==> src/rtl/bp_table_update_ctrl.sv <==
// Branch-predictor table update controller.
// Sweeps the whole table to INIT_VAL after reset or a flush, and otherwise
// drains a small FIFO of resolved-branch updates into the table write port.
// Queued updates are forwarded to the predict stage so a lookup never sees
// stale table data for an entry that is still waiting to be written.
module bp_table_update_ctrl #(
    parameter int                IDX_W    = 10,
    parameter int                DATA_W   = 2,
    parameter int                DEPTH    = 4,
    parameter logic [DATA_W-1:0] INIT_VAL = 2'b00
) (
    input  logic              clk,
    input  logic              rst,
    input  logic              upd_valid,
    input  logic [IDX_W-1:0]  upd_index,
    input  logic [DATA_W-1:0] upd_data,
    output logic              upd_ready,
    input  logic              flush_req,
    output logic              wr_en,
    output logic [IDX_W-1:0]  wr_index,
    output logic [DATA_W-1:0] wr_data,
    input  logic [IDX_W-1:0]  rd_index,
    output logic              fwd_hit,
    output logic [DATA_W-1:0] fwd_data,
    output logic              busy,
    output logic              err_drop
);

    localparam int PTR_W = $clog2(DEPTH);

    localparam logic [1:0] ST_INIT  = 2'd0;
    localparam logic [1:0] ST_RUN   = 2'd1;
    localparam logic [1:0] ST_FLUSH = 2'd2;

    localparam logic [IDX_W-1:0] SWEEP_LAST = '1;
    localparam logic [PTR_W:0]   DEPTH_CNT  = (PTR_W + 1)'(DEPTH);

    logic [1:0]        state;
    logic [IDX_W-1:0]  sweep_cnt;

    logic [IDX_W-1:0]  idx_mem  [DEPTH];
    logic [DATA_W-1:0] data_mem [DEPTH];
    logic [PTR_W-1:0]  wr_ptr;
    logic [PTR_W-1:0]  rd_ptr;
    logic [PTR_W:0]    count;

    logic              push;
    logic              pop;
    logic [PTR_W-1:0]  slot;

    // A full FIFO refuses new entries even when the head leaves this cycle;
    // a flush cycle refuses them too since the queue is being discarded.
    assign upd_ready = (count < DEPTH_CNT) && !flush_req;
    assign push      = upd_valid && upd_ready;
    assign busy      = (state != ST_RUN);
    assign pop       = (state == ST_RUN) && (count != '0);

    // Sweep sequencer: walk every index once, then hand the port to the FIFO.
    always_ff @(posedge clk or posedge rst) begin
        if (rst) begin
            state     <= ST_INIT;
            sweep_cnt <= '0;
        end else if (flush_req) begin
            state     <= ST_FLUSH;
            sweep_cnt <= '0;
        end else if (state != ST_RUN) begin
            if (sweep_cnt == SWEEP_LAST) begin
                state     <= ST_RUN;
                sweep_cnt <= '0;
            end else begin
                sweep_cnt <= sweep_cnt + 1'b1;
            end
        end
    end

    // FIFO pointers and occupancy; pointers wrap naturally at DEPTH.
    always_ff @(posedge clk or posedge rst) begin
        if (rst) begin
            wr_ptr <= '0;
            rd_ptr <= '0;
            count  <= '0;
        end else if (flush_req) begin
            wr_ptr <= '0;
            rd_ptr <= '0;
            count  <= '0;
        end else begin
            if (push) begin
                wr_ptr <= wr_ptr + 1'b1;
            end
            if (pop) begin
                rd_ptr <= rd_ptr + 1'b1;
            end
            case ({push, pop})
                2'b10:   count <= count + 1'b1;
                2'b01:   count <= count - 1'b1;
                default: count <= count;
            endcase
        end
    end

    // FIFO storage; contents only matter while the slot is counted as valid.
    always_ff @(posedge clk) begin
        if (push) begin
            idx_mem[wr_ptr]  <= upd_index;
            data_mem[wr_ptr] <= upd_data;
        end
    end

    // Sticky record of any update that was offered but not taken.
    always_ff @(posedge clk or posedge rst) begin
        if (rst) begin
            err_drop <= 1'b0;
        end else if (upd_valid && !upd_ready) begin
            err_drop <= 1'b1;
        end
    end

    // Write port mux: sweep writes win, otherwise the FIFO head drains.
    always_comb begin
        wr_en    = 1'b0;
        wr_index = '0;
        wr_data  = '0;
        if (busy) begin
            wr_en    = 1'b1;
            wr_index = sweep_cnt;
            wr_data  = INIT_VAL;
        end else if (pop) begin
            wr_en    = 1'b1;
            wr_index = idx_mem[rd_ptr];
            wr_data  = data_mem[rd_ptr];
        end
    end

    // Forwarding scan from oldest to youngest so the youngest match wins.
    always_comb begin
        fwd_hit  = 1'b0;
        fwd_data = '0;
        slot     = '0;
        for (int i = 0; i < DEPTH; i++) begin
            slot = rd_ptr + PTR_W'(i);
            if (((PTR_W + 1)'(i) < count) && (idx_mem[slot] == rd_index)) begin
                fwd_hit  = 1'b1;
                fwd_data = data_mem[slot];
            end
        end
    end

endmodule

==> config.mk <==
export PLATFORM = sky130hd
export DESIGN_NAME = bp_table_update_ctrl
export DESIGN_NICKNAME = d
export VERILOG_FILES = /design/src/rtl/bp_table_update_ctrl.sv
export SDC_FILE = /design/constraint.sdc
export NUM_CORES = 1
export LEC_CHECK = 0
export BUFFER_PORTS_ARGS = -buffer_cell sky130_fd_sc_hd__buf_2
export CORE_ASPECT_RATIO = 0.6
export CORE_MARGIN = 2
export CORE_UTILIZATION = 50
export DETAILED_ROUTE_END_ITERATION = 8
export PLACE_DENSITY = 0.74
export SLEW_MARGIN = 30
export SYNTH_ARGS = -nofsm -noshare
export SYNTH_HDL_FRONTEND = slang
export SYNTH_SLANG_ARGS = --single-unit
export TNS_END_PERCENT = 1
==> constraint.sdc <==
create_clock -name clk -period 3.1 [get_ports clk]
set_input_delay 0.465 -clock clk [delete_from_list [all_inputs] [get_ports clk]]
set_output_delay 0.465 -clock clk [all_outputs]
set_load 0.02 [all_outputs]
==> results by group <==
Synthesis
  – Syn avg cell area: 11.9 um2
  – Post-synth EDFFs: 48
  – Post-synth top flop: edfxtp_1
  – Post-synthesis sequential area ratio: between 40 and 50%
  – Yosys warns: 0
  – Syn Nets: between 400 and 500
  – Synth async-reset ratio: 29.4%
  – Yosys reg bits: 68
  – Synth cell types: 50
  – Post-Syn Instances: about 380
  – Mapped cell area: around 0.0045 mm2

Die
  – Initial core utilization: 52.1%
  – # rows: 26
  – Core Footprint: ~0.0086 mm2
  – # IOs: 45
  – Die Y: 77.3 um
  – Die X: 126 um
  – Die ar.: 0.00975 mm2

GRT
  – GRT busiest layer: met1
  – Total global-route track usage: a little under a quarter
  – Vias in the first global route: around 3.3k
  – First-pass GRT wire length: 17600 um
  – Grt total ovfl: 0
  – Antenna violations before repair: 0
  – GR met2 Demand/Resource: between 30% and 40%
  – M3 GR Usage: 9.70%
  – Met1 GRT Util: 33.9%
  – Largest net degree at the start of global routing: 23

Timing
  – Slew headroom: 48.3%
  – Tcrit/Tclk final: 107%
  – RSZ-0062 raised after global routing: true
  – Setup-failing EPs final: 2
  – Worst Max-Slew Pin Slew: 775 ps
  – Final Skew: roughly 5.3 ps
  – Final worst slack: -215 ps
  – TNS Setup: -412 ps
  – Max frequency: 0.302 GHz
  – Slew Viols, Final: 0
  – Final hold violation count: 0
  – Final min period: between 3000 and 4000 ps

Drt
  – Routed Antenna Nets: 0
  – Vias post-DR: ~3.3k
  – Iter 0 DRT Violations: between 200 and 300
  – Total Wirelength: approximately 11000 um
  – WL per Instance: 20.5 um
  – First-pass DRT Iterations: 5
  – DR DRC count: 0
  – Avg Vias per Cell: 5.99

Power
  – Seq pwr share: about 44%
  – Total power: approximately 0.0023 W
  – Leakage: slightly below 2 nW
  – Peak VDD IR: roughly 0.00033 V
  – Gate power share: 9.5%
  – Internal: 0.00179 W
  – Sw Share: a little under a quarter
  – Sw Pwr: 0.000531 W
  – Power density cells: 428 mW/mm2
  – Clock power share: 46.1%

Clock network
  – Worst-Skew Late Latency: 340 ps
  – CTS buffer count: 9
  – CTS clk-pin slew, worst paths: ~60 ps
  – Clock root cell: clkbuf_16
  – CTS tree: built
  – Clock Tree Buf Depth: 2
  – Hold buffer count at CTS: 0
  – Clk sinks: 68
  – CTS H-tree lvls: 3

Placement
  – Port Buffers: 44
  – GP Congestion: between 0.8 and 0.9
  – DP HPWL: 7700 um
  – Placed cell areas: 0.00484 mm2

Layout
  – P&R area growth vs syn: 21.3%
  – Fin nets: around 470
  – Fill cells: roughly 680
  – Post-layout instance area: around 0.0054 mm2
  – FF/Latch Area: a little under 0.002 mm2
  – ANT cells: 0
  – Area taken by multi-input logic gates: 0.00249 mm2
  – Ratio of cells with drive above 1 in the final layout: between 30% and 40%

Setup path
  – Kind of critical path: reg -> out
  – Setup crit end kind: primary output
  – Highest cell delay on the worst timing path: 500 ps
  – CP Launch Type: register
  – Critical path's slowest cell: or4_1
  – Critical path, cell by cell: buf_12 -> clkbuf_16 -> mux2i_4 -> xnor2_1 -> or4_1 -> a211o_1 -> nand2b_4 -> a21o_1 -> a21oi_2 -> buf_4
  – CP required: 2630 ps
  – Arr. time, crit path: ~2900 ps
  – Crit-path max FO: 7

Status
  – Status: finished, violations left
  – Failing checks: negative setup slack

Hold path
  – HP Class: in -> async

Run
  – Max_cap viols: 0
-- registers in the layout, summed over array words and instances (netlist names) --
name / cells
idx_mem: 40
wr_ptr: 2
rd_ptr: 2
sweep_cnt: 10
state: 2
data_mem: 8
count: 3
err_drop: 1
-- metal layers --
metal	share of wire (%)	wire length (um)
met2	43	4780
met4	1.2	139
met5	0	0
met3	9.1	1020
met1	47	5300
-- path summary, 6_finish.rpt --
check	endpoint	startpoint	slack (ps)	cells after the start
worst min-delay path	state[0]	rst	260	2
min in group clk	idx_mem[1][4]	upd_index[4]	340	1
worst min register to register	err_drop	err_drop	460	1
worst max register to register	sweep_cnt[7]	state[1]	1020	8
max in group asynchronous	rd_ptr[0]	rst	2310	2
worst max-delay path	fwd_data[0]	rd_ptr[0]	-220	10
-- per-stage QoR --
stage / cells / hold slack (ps) / worst slack (ps) / util (%)
6_report: 548 / 258 / -215 / 63.2
5_1_grt: 548 / 343 / -316 / 63.2
4_1_cts: 547 / 286 / -261 / 62.0
3_5_place_dp: 521 / 448 / 45.6 / 56.3
3_3_place_gp: 521 / 445 / 57.2 / 56.3
2_1_floorplan: 376 / 429 / 211 / -
-- cells in the final DEF, fill, tap and decap left out, types with 9 or more instances in the layout --
cell	synthesis	final
clkbuf_16	0	10
a21oi_1	15	15
o21ai_0	10	10
xor2_1	20	20
nand3_1	11	10
mux2i_1	32	24
buf_2	6	41
xnor2_1	37	28
edfxtp_1	48	48
nand2_1	22	22
dfrtp_1	20	18
nor2_1	28	27
mux4_2	15	20
ha_1	9	9
buf_4	1	22
xnor2_2	0	9
-- critical path: cells and delay by family (launching register included) --
family          cells  cell delay, ps
compound gates      3             640
xor+xnor            1             120
buf+inv             3             470
flops               1             430
mux                 1             190
simple gates        2             660
-- power by group through the flow --
stage / clock network, W / logic (W) / registers [W]
floorplan: 0 / 0.000138 / 0.00104
detailed placement: 0 / 0.000205 / 0.00105
global route: 0.00112 / 0.000240 / 0.00104
CTS: 0.00108 / 0.000212 / 0.00103
finish: 0.00107 / 0.000220 / 0.00103
global placement: 0 / 0.000199 / 0.00105
-- Yosys cell counts, types with 2 or more instances --
cell	number	area, um2
buf_6	4	45.0
nor3_1	4	20.0
xnor2_1	37	324
mux4_2	15	338
mux2i_1	32	320
a22o_1	5	43.8
nor2_1	28	105
nor4_2	2	25.0
buf_1	5	18.8
inv_1	8	30.0
o21ai_0	10	50.1
nor4_1	2	12.5
buf_2	6	30.0
or4_1	2	15.0
nand2_1	22	82.6
clkbuf_1	10	37.5
a31oi_1	4	25.0
nand3_1	11	55.1
edfxtp_1	48	1440
dfrtp_1	20	500
a21oi_1	15	75.1
o211ai_1	2	15.0
xor2_1	20	175
nor2b_1	3	18.8
nand4_1	6	37.5
a21o_1	2	15.0
ha_1	9	113
mux4_1	7	184
and2_1	2	12.5
and3_1	6	37.5
mux2_2	8	90.1
o2111ai_1	3	26.3
-- what timing repair did --
action | 4_1_cts | 5_1_grt
cloned | 1 | 1
setup endpoints to repair | 3 | 3
buffers inserted | 9 | 0
gates resized for setup | 23 | 18
pin swaps | 7 | 7
-- layout make-up --
cell class,instances,share of cell area (%)
well taps,112,2.58
repair buffers,70,9.38
clock buffers,10,4.22
multi-input cells,273,45.9
inverters,9,0.622
flip-flops and latches,68,35.8
clock inverters,6,1.45
-- kinds of logic (layout without fill, tap and decap cells) --
kind of cell    count (synthesis)  count (layout)  synth area share [%]
flops                          68              68                  43.4
fa+ha+maj                       9               9                  2.52
xor+xnor                       57              57                  11.2
mux                            63              63                  21.1
buf+inv                        35              95                  3.86
compound gates                 50              50                  7.35
simple gates                   94              94                  10.6
Power figures use the tool's default switching activity.
